--- config.mk ---
export PLATFORM = sky130hd
export DESIGN_NAME = mac_result_collector
export DESIGN_NICKNAME = d
export VERILOG_FILES = /design/src/rtl/mac_result_collector.sv
export SDC_FILE = /design/constraint.sdc
export NUM_CORES = 1
export LEC_CHECK = 0
export ABC_AREA = 0
export BUFFER_PORTS_ARGS = -buffer_cell sky130_fd_sc_hd__buf_2
export CORE_MARGIN = 3
export CORE_UTILIZATION = 60
export CTS_CLUSTER_SIZE = 40
export DETAILED_ROUTE_END_ITERATION = 8
export PLACE_DENSITY = 0.8
export SLEW_MARGIN = 30
export SYNTH_ARGS = -nofsm -noshare
export SYNTH_HDL_FRONTEND = slang
export SYNTH_SLANG_ARGS = --single-unit
--- constraint.sdc ---
create_clock -name clk -period 4.4 [get_ports clk]
set_input_delay 0.22 -clock clk [delete_from_list [all_inputs] [get_ports clk]]
set_output_delay 0.22 -clock clk [all_outputs]
set_load 0.005 [all_outputs]
--- src/rtl/mac_result_collector.sv ---
`default_nettype none
// ============================================================================
// Module      : mac_result_collector
// Description : Sums fixed-length groups of 18-bit MAC results and queues each
//               group total in a small result FIFO for a downstream consumer.
// Revision    : 1.0 - initial release
// ============================================================================
module mac_result_collector #(
    parameter int LEN_W = 8,
    parameter int ACC_W = 32,
    parameter int DEPTH = 4
) (
    input  logic             clk,
    input  logic             rst_n,
    input  logic             clear,
    input  logic [LEN_W-1:0] cfg_len,
    input  logic             in_valid,
    input  logic [17:0]      in_sum,
    output logic             out_valid,
    input  logic             out_ready,
    output logic [ACC_W-1:0] out_acc,
    output logic             in_ready,
    output logic             busy,
    output logic             overflow
);

    localparam int c_ptr_w = $clog2(DEPTH);

    typedef enum logic [0:0] {
        S_IDLE  = 1'b0,
        S_ACCUM = 1'b1
    } state_t;

    state_t             r_state;
    state_t             w_state_nxt;
    logic [LEN_W-1:0]   r_len;
    logic [LEN_W-1:0]   w_len_nxt;
    logic [LEN_W-1:0]   r_cnt;
    logic [LEN_W-1:0]   w_cnt_nxt;
    logic [LEN_W-1:0]   w_cnt_inc;
    logic [LEN_W-1:0]   w_cfg_eff;
    logic [ACC_W-1:0]   r_acc;
    logic [ACC_W-1:0]   w_acc_nxt;
    logic [ACC_W-1:0]   w_sum_ext;
    logic [ACC_W-1:0]   w_sum;
    logic [ACC_W-1:0]   w_push_data;
    logic               w_push;

    logic [c_ptr_w:0]   r_wr_ptr;
    logic [c_ptr_w:0]   r_rd_ptr;
    logic [c_ptr_w:0]   w_count;
    logic               w_full;
    logic               w_empty;
    logic               w_pop;
    logic               w_wr_en;
    logic               w_drop;
    logic               r_overflow;
    logic [ACC_W-1:0]   r_mem [DEPTH];

    // A zero length behaves as a group of one
    assign w_cfg_eff = (cfg_len == '0) ? LEN_W'(1) : cfg_len;
    assign w_sum_ext = ACC_W'(in_sum);
    assign w_sum     = r_acc + w_sum_ext;
    assign w_cnt_inc = r_cnt + LEN_W'(1);

    // ------------------------------------------------------------------------
    // Group accumulator state machine
    // ------------------------------------------------------------------------
    always_ff @(posedge clk or negedge rst_n) begin
        if (!rst_n) begin
            r_state <= S_IDLE;
            r_len   <= LEN_W'(1);
            r_cnt   <= '0;
            r_acc   <= '0;
        end else begin
            r_state <= w_state_nxt;
            r_len   <= w_len_nxt;
            r_cnt   <= w_cnt_nxt;
            r_acc   <= w_acc_nxt;
        end
    end

    always_comb begin
        w_state_nxt = r_state;
        w_len_nxt   = r_len;
        w_cnt_nxt   = r_cnt;
        w_acc_nxt   = r_acc;
        w_push      = 1'b0;
        w_push_data = w_sum;

        case (r_state)
            S_IDLE: begin
                if (in_valid) begin
                    if (w_cfg_eff == LEN_W'(1)) begin
                        w_push      = 1'b1;
                        w_push_data = w_sum_ext;
                    end else begin
                        w_len_nxt   = w_cfg_eff;
                        w_acc_nxt   = w_sum_ext;
                        w_cnt_nxt   = LEN_W'(1);
                        w_state_nxt = S_ACCUM;
                    end
                end
            end
            S_ACCUM: begin
                if (in_valid) begin
                    if (w_cnt_inc == r_len) begin
                        // Final beat: the total leaves even if the FIFO drops it
                        w_push      = 1'b1;
                        w_push_data = w_sum;
                        w_acc_nxt   = '0;
                        w_cnt_nxt   = '0;
                        w_state_nxt = S_IDLE;
                    end else begin
                        w_acc_nxt   = w_sum;
                        w_cnt_nxt   = w_cnt_inc;
                    end
                end
            end
            default: begin
                w_state_nxt = S_IDLE;
                w_acc_nxt   = '0;
                w_cnt_nxt   = '0;
            end
        endcase

        if (clear) begin
            w_state_nxt = S_IDLE;
            w_acc_nxt   = '0;
            w_cnt_nxt   = '0;
            w_push      = 1'b0;
        end
    end

    // ------------------------------------------------------------------------
    // Result FIFO
    // ------------------------------------------------------------------------
    assign w_count = r_wr_ptr - r_rd_ptr;
    assign w_full  = (w_count == (c_ptr_w + 1)'(DEPTH));
    assign w_empty = (w_count == '0);
    assign w_pop   = !w_empty && out_ready && !clear;
    // When full, a simultaneous pop frees the slot the push reuses
    assign w_wr_en = w_push && (!w_full || w_pop);
    assign w_drop  = w_push && w_full && !w_pop;

    always_ff @(posedge clk) begin
        if (w_wr_en) begin
            r_mem[r_wr_ptr[c_ptr_w-1:0]] <= w_push_data;
        end
    end

    always_ff @(posedge clk or negedge rst_n) begin
        if (!rst_n) begin
            r_wr_ptr   <= '0;
            r_rd_ptr   <= '0;
            r_overflow <= 1'b0;
        end else if (clear) begin
            r_wr_ptr   <= '0;
            r_rd_ptr   <= '0;
            r_overflow <= 1'b0;
        end else begin
            if (w_wr_en) begin
                r_wr_ptr <= r_wr_ptr + 1'b1;
            end
            if (w_pop) begin
                r_rd_ptr <= r_rd_ptr + 1'b1;
            end
            if (w_drop) begin
                r_overflow <= 1'b1;
            end
        end
    end

    assign out_valid = !w_empty;
    assign out_acc   = w_empty ? '0 : r_mem[r_rd_ptr[c_ptr_w-1:0]];
    assign in_ready  = !w_full;
    assign busy      = (r_cnt != '0);
    assign overflow  = r_overflow;

endmodule
`default_nettype wire

# ---- After elaboration in Yosys (flattened, before gate mapping)
# Memories as Yosys holds them, arrays and structs flattened.
# Index checks and enable logic that the tools add are counted.
# Widths: inputs -> output; s select.
dict set report op_classes {
  mul 0
  mux 37
  order_cmp 0
  reduce_logical 18
  n_eq_ne 6
  n_addsub 5
  div 0
  shifts 0
  bitwise_logic 2
}
# op n
set ops {}
lappend ops {{$mux 32} 8}
lappend ops {{$pmux 32 s2} 2}
lappend ops {{$mux 8} 6}
lappend ops {{$add 32x18->32} 1}
lappend ops {{$pmux 8 s2} 1}
lappend ops {{$mux 1} 14}
lappend ops {{$mux 3} 4}
lappend ops {{$ne 3x3->1 const B} 3}
lappend ops {{$add 8x1->8 const B} 1}
lappend ops {{$eq 8x1->1 const B} 1}
lappend ops {{$eq 8x8->1} 1}
lappend ops {{$logic_not 8->1} 1}
lappend ops {{$reduce_bool 8->1} 1}
lappend ops {{$add 3x1->3 const B} 2}
lappend ops {{$reduce_and 3->1} 2}
lappend ops {{$reduce_bool 2->1} 3}
lappend ops {{$logic_and 1x1->1} 5}
lappend ops {{$logic_not 1->1} 4}
lappend ops {{$pmux 1 s2} 2}
lappend ops {{$eq 3x3->1 const B} 1}
lappend ops {{$logic_not 3->1} 1}
lappend ops {{$sub 3x3->3} 1}
lappend ops {{$not 1->1} 2}
lappend ops {{$logic_or 1x1->1} 1}
dict set report word_totals {
  word_cells 76
  mem_count 1
  regBits 56
  latchBits 0
  mem_bits_rw 128
  romBits 0
  output_inout_bits 36
}
# name words word_bits rd rd_clocked_by_memory_dff write_ports line
set memory_table {}
lappend memory_table {r_mem 4 32 1 0 1 58} ;# logic [ACC_W-1:0] r_mem [DEPTH];

# ---- Longest topological paths before layout
dict set report logic_depth {
  word_depth 11
  depth_mapped 11
  ltp_nobuf 10
}

# ---- Worst setup path after synthesis
# No wires, ideal clock.
dict set report synth_timing {
  path_kind {register to register}
  startpoint {register r_cnt[0]}
  endpoint {memory r_mem[3][0], enable pin}
  synth_period_minus_slack_ns 3.690
  arrival_time_ns 3.269
  stages_incl_launch_ff 9
  t_required_ns 3.979
  slack_ns 0.710
  cell_sequence {dfrtp_1 > inv_1 > ha_1 > xnor2_1 > o211a_1 > o211ai_1 > a2111oi_4 > a21boi_2 > nor2_1}
}
dict set report synth_between {
  elab_chain_len 9
}
# element line
set synth_lines {}
lappend synth_lines {{from (decl)} 38} ;# logic [LEN_W-1:0] r_cnt;
lappend synth_lines {{from (signal assigned)} 78} ;# r_cnt <= w_cnt_nxt;
lappend synth_lines {{$add 8x1->8} 64} ;# assign w_cnt_inc = r_cnt + LEN_W'(1);
lappend synth_lines {{$eq 8x8->1} 107} ;# if (w_cnt_inc == r_len) begin
lappend synth_lines {{$mux 1} 107}
lappend synth_lines {{$mux 1} 106} ;# if (in_valid) begin
lappend synth_lines {{$pmux 1 s2} 91} ;# case (r_state)
lappend synth_lines {{$mux 1} 127} ;# if (clear) begin
lappend synth_lines {{$logic_and 1x1->1} 143} ;# assign w_wr_en = w_push && (!w_full || w_pop);
lappend synth_lines {{$mux 1} 147} ;# if (w_wr_en) begin
lappend synth_lines {{$mux 1 (implied by the code)} 148} ;# r_mem[r_wr_ptr[c_ptr_w-1:0]] <= w_push_data;
lappend synth_lines {{to (decl)} 58}
# Every way passes these cells.

# ---- Worst setup path after layout
dict set report layout_timing {
  startpoint {register r_cnt[0]}
  endpoint {memory r_mem[2][26], enable pin}
}
# The elaborated chain is that of the path after synthesis.

==> key figures <==
Routing
  – DR pass1 iterations: 5
  – Via density: 6.28
  – Total number of vias: 6032
  – 1st-iter DRT viols: 652
  – Residual DRC count: 0
  – Wirelength per Cell: 19.8 um
  – Number of routed nets with antenna violations: 0
  – Final WL: 19000 um

Synthesis
  – Synth cell count leaders: 128 x edfxtp_1, 55 x dfrtp_1, 51 x o21ai_0
  – Mean cell area of the mapped netlist: 12.9 sq um
  – Register area share after synthesis: 0.581
  – Ys async rst share: 0.304
  – Net count after synthesis: 757
  – Post-synth top area share: 0.425
  – Synth Warn #: 0
  – Post-synth EDFFs: 128
  – Most frequent cell after synthesis: edfxtp_1
  – Yosys cell types: 55
  – Mapped Area: 9030 sq um
  – Synth area leaders: edfxtp_1 43%, dfrtp_1 15%, mux4_2 8.0%, ha_1 3.7%, o21ai_0 2.8%
  – Cell taking the most area after synthesis: edfxtp_1
  – Post-synth top flop: edfxtp_1
  – Cell count after synthesis: 698
  – Yosys reg bits: 184

Global routing
  – Total gr overflow: 0
  – M1 GR Usage: 0.335
  – Grt met3 use: 0.0540
  – First-pass GRT wire length: 30800 um
  – GRT Resource Usage Total: 0.243
  – Initial antenna violation count: 0
  – GR peak layer: met2
  – Vias in the first global route: 5812
  – Met2 Use GR: 0.383
  – Largest net degree at the start of global routing: 57

Final layout
  – Multi-input logic area: 3570 sq um
  – Layout area overhead: 12.1%
  – Register area: 5250 sq um
  – Number of fill cells: 1045
  – Ant. Diodes: 0
  – Final #Nets: 823
  – Finished Layout Cells: 961
  – Ratio of cells with drive above 1 in the final layout: 0.215

STA
  – Minimum clock period: 3.49 ns
  – Relative slew slack: 0.466
  – Fin crit share: 0.792
  – Slew Limit Fails: 0
  – Clock skew: 0.0120 ns
  – Setup TNS: 0 ns
  – Final setup vio count: 0
  – Slew @ Worst Pin: 0.794 ns
  – Final Hold Viols: 0
  – Fmax: 287 MHz
  – RSZ-0062 raised after global routing: no

Critical path
  – Worst setup EP type: flop
  – CP Class: reg -> reg
  – CP Max Fanout: 32
  – Required time worst endpoint: 4.47 ns
  – CP startpoint kind: flop
  – Worst EP arrival: 3.56 ns

Floorplanning
  – Ports: 67
  – Rows: 44
  – Starting Density: 0.617
  – Die Y: 129 um
  – Chip Width: 129 um
  – Core area: 14600 sq um
  – Die ar.: 16600 sq um

Place
  – Routability Congestion: 0.897
  – PortBufs: 66
  – Placed Cells incl. Taps: 928
  – Final HPWL DP: 12500 um

Pwr
  – Worst VDD drop: 325 uV
  – Comb pwr share: 0.230
  – Static Leak: 3.81 nW
  – P per Cell Area: 436 nW/um^2
  – Net Sw Power: 1.24 mW
  – Clock share of power: 0.323
  – Sequential power share: 0.447
  – Int Power: 3.17 mW
  – Switching share of power: 0.281

Clock tree
  – Maximum root-to-sink buffer count: 2
  – Max H-tree Level: 4
  – Post-CTS setup buffer count: 0
  – Clock Latency Late Sink: 0.43 ns
  – CTS root buffer: clkbuf_16
  – CTS resizes: 0
  – CTS Buf Count: 17
  – Hold_buf cts: 1
  – Sink Count: 184
  – TritonCTS clock tree: built
  – Clock transition at path regs: 0.07 ns

Job
  – Max-cap violation count: 0

Worst hold path
  – Worst hold path class: in -> reg

Run status
  – Status: complete, no violations
[registers in the layout, summed over array words and instances, names as in the netlist]
signal    count
overflow      1
r_acc        32
r_cnt         8
r_len         8
r_mem       128
r_rd_ptr      3
r_state       1
r_wr_ptr      3
[worst max-delay path, cell delays in order (launching register included)]
cell and delay (ns):
dfrtp_1 0.46, inv_1 0.08, ha_1 0.33, xnor2_1 0.19
o211a_1 0.17, o211ai_1 0.14, a2111oi_4 0.69, a21boi_2 0.21
nor2_2 0.24, and2_1 0.16, buf_4 0.40
[kinds of logic (layout without fill, tap and decap cells)]
family | count (synthesis) | count (layout) | share of synthesized area
AO/OA/AOI/OAI | 162 | 162 | 0.113
XOR/XNOR | 42 | 42 | 0.0422
adder cells (fa/ha/maj) | 28 | 28 | 0.0396
buffers and inverters | 59 | 138 | 0.0270
flip-flops | 184 | 184 | 0.581
multiplexers | 49 | 49 | 0.101
AND/OR/NAND/NOR | 174 | 174 | 0.0968
[per-layer routing]
metal	part of all wire	vias up
met3	0.071	34
li1	-	2761
met4	0.022	0
met1	0.42	2987
met5	0	-
met2	0.49	250
[path summary, 6_finish.rpt]
check | slack (ns) | depth (start not counted) | to | start
max | 0.91 | 10 | r_mem[2][26] | r_cnt[0]
min | 0.02 | 2 | r_len[0] | cfg_len[0]
max reg2reg | 0.91 | 10 | r_mem[2][26] | r_cnt[0]
min reg2reg | 0.52 | 2 | r_acc[12] | r_acc[12]
max in group asynchronous | 3.42 | 3 | r_rd_ptr[0] | rst_n
min in group asynchronous | 0.47 | 3 | r_wr_ptr[2] | rst_n
[power by group through the flow]
stage / combinational, mW / sequential (mW) / clock [mW]
after global routing: 1.13 / 1.98 / 1.53
after detailed placement: 1.02 / 2.01 / 0
after floorplan: 0.682 / 1.99 / 0
after CTS: 1.03 / 1.97 / 1.45
after global placement: 0.996 / 2.01 / 0
final: 1.02 / 1.97 / 1.43
[final cells by class]
type | count | share of cell area
Tap cell | 184 | 0.0227
Clock inverter | 13 | 0.0115
Inverter | 28 | 0.0104
Timing Repair Buffer | 78 | 0.0418
Clock buffer | 19 | 0.0427
Sequential cell | 184 | 0.518
Multi-Input combinational cell | 455 | 0.353
[placed cells by master, fill, tap and decap left out, drive strengths merged, types with 16 or more instances in the layout]
cell type / Yosys / final
edfxtp: 128 / 128
buf: 13 / 77
dfrtp: 55 / 55
o21ai: 52 / 52
nand2: 47 / 47
a21oi: 36 / 36
nor2b: 35 / 35
nor2: 35 / 35
inv: 28 / 34
mux4: 32 / 32
ha: 27 / 27
xnor2: 21 / 21
xor2: 20 / 20
clkbuf: 18 / 19
a31oi: 16 / 16
[metrics by stage]
stage / total power, mW / util / setup WS [ns] / cell area [sq um] / hold WS [ns]
5_1_grt: 4.63 / 0.692 / 0.729 / 10100 / 0.0183
3_3_place_gp: 3.00 / 0.653 / 1.14 / 9560 / 0.401
3_5_place_dp: 3.03 / 0.653 / 0.981 / 9570 / 0.406
2_1_floorplan: 2.68 / - / 0.710 / 9030 / -0.0756
4_1_cts: 4.45 / 0.692 / 0.928 / 10100 / 0.0111
6_report: 4.42 / 0.692 / 0.913 / 10100 / 0.0250
Power figures use the tool's default switching activity.
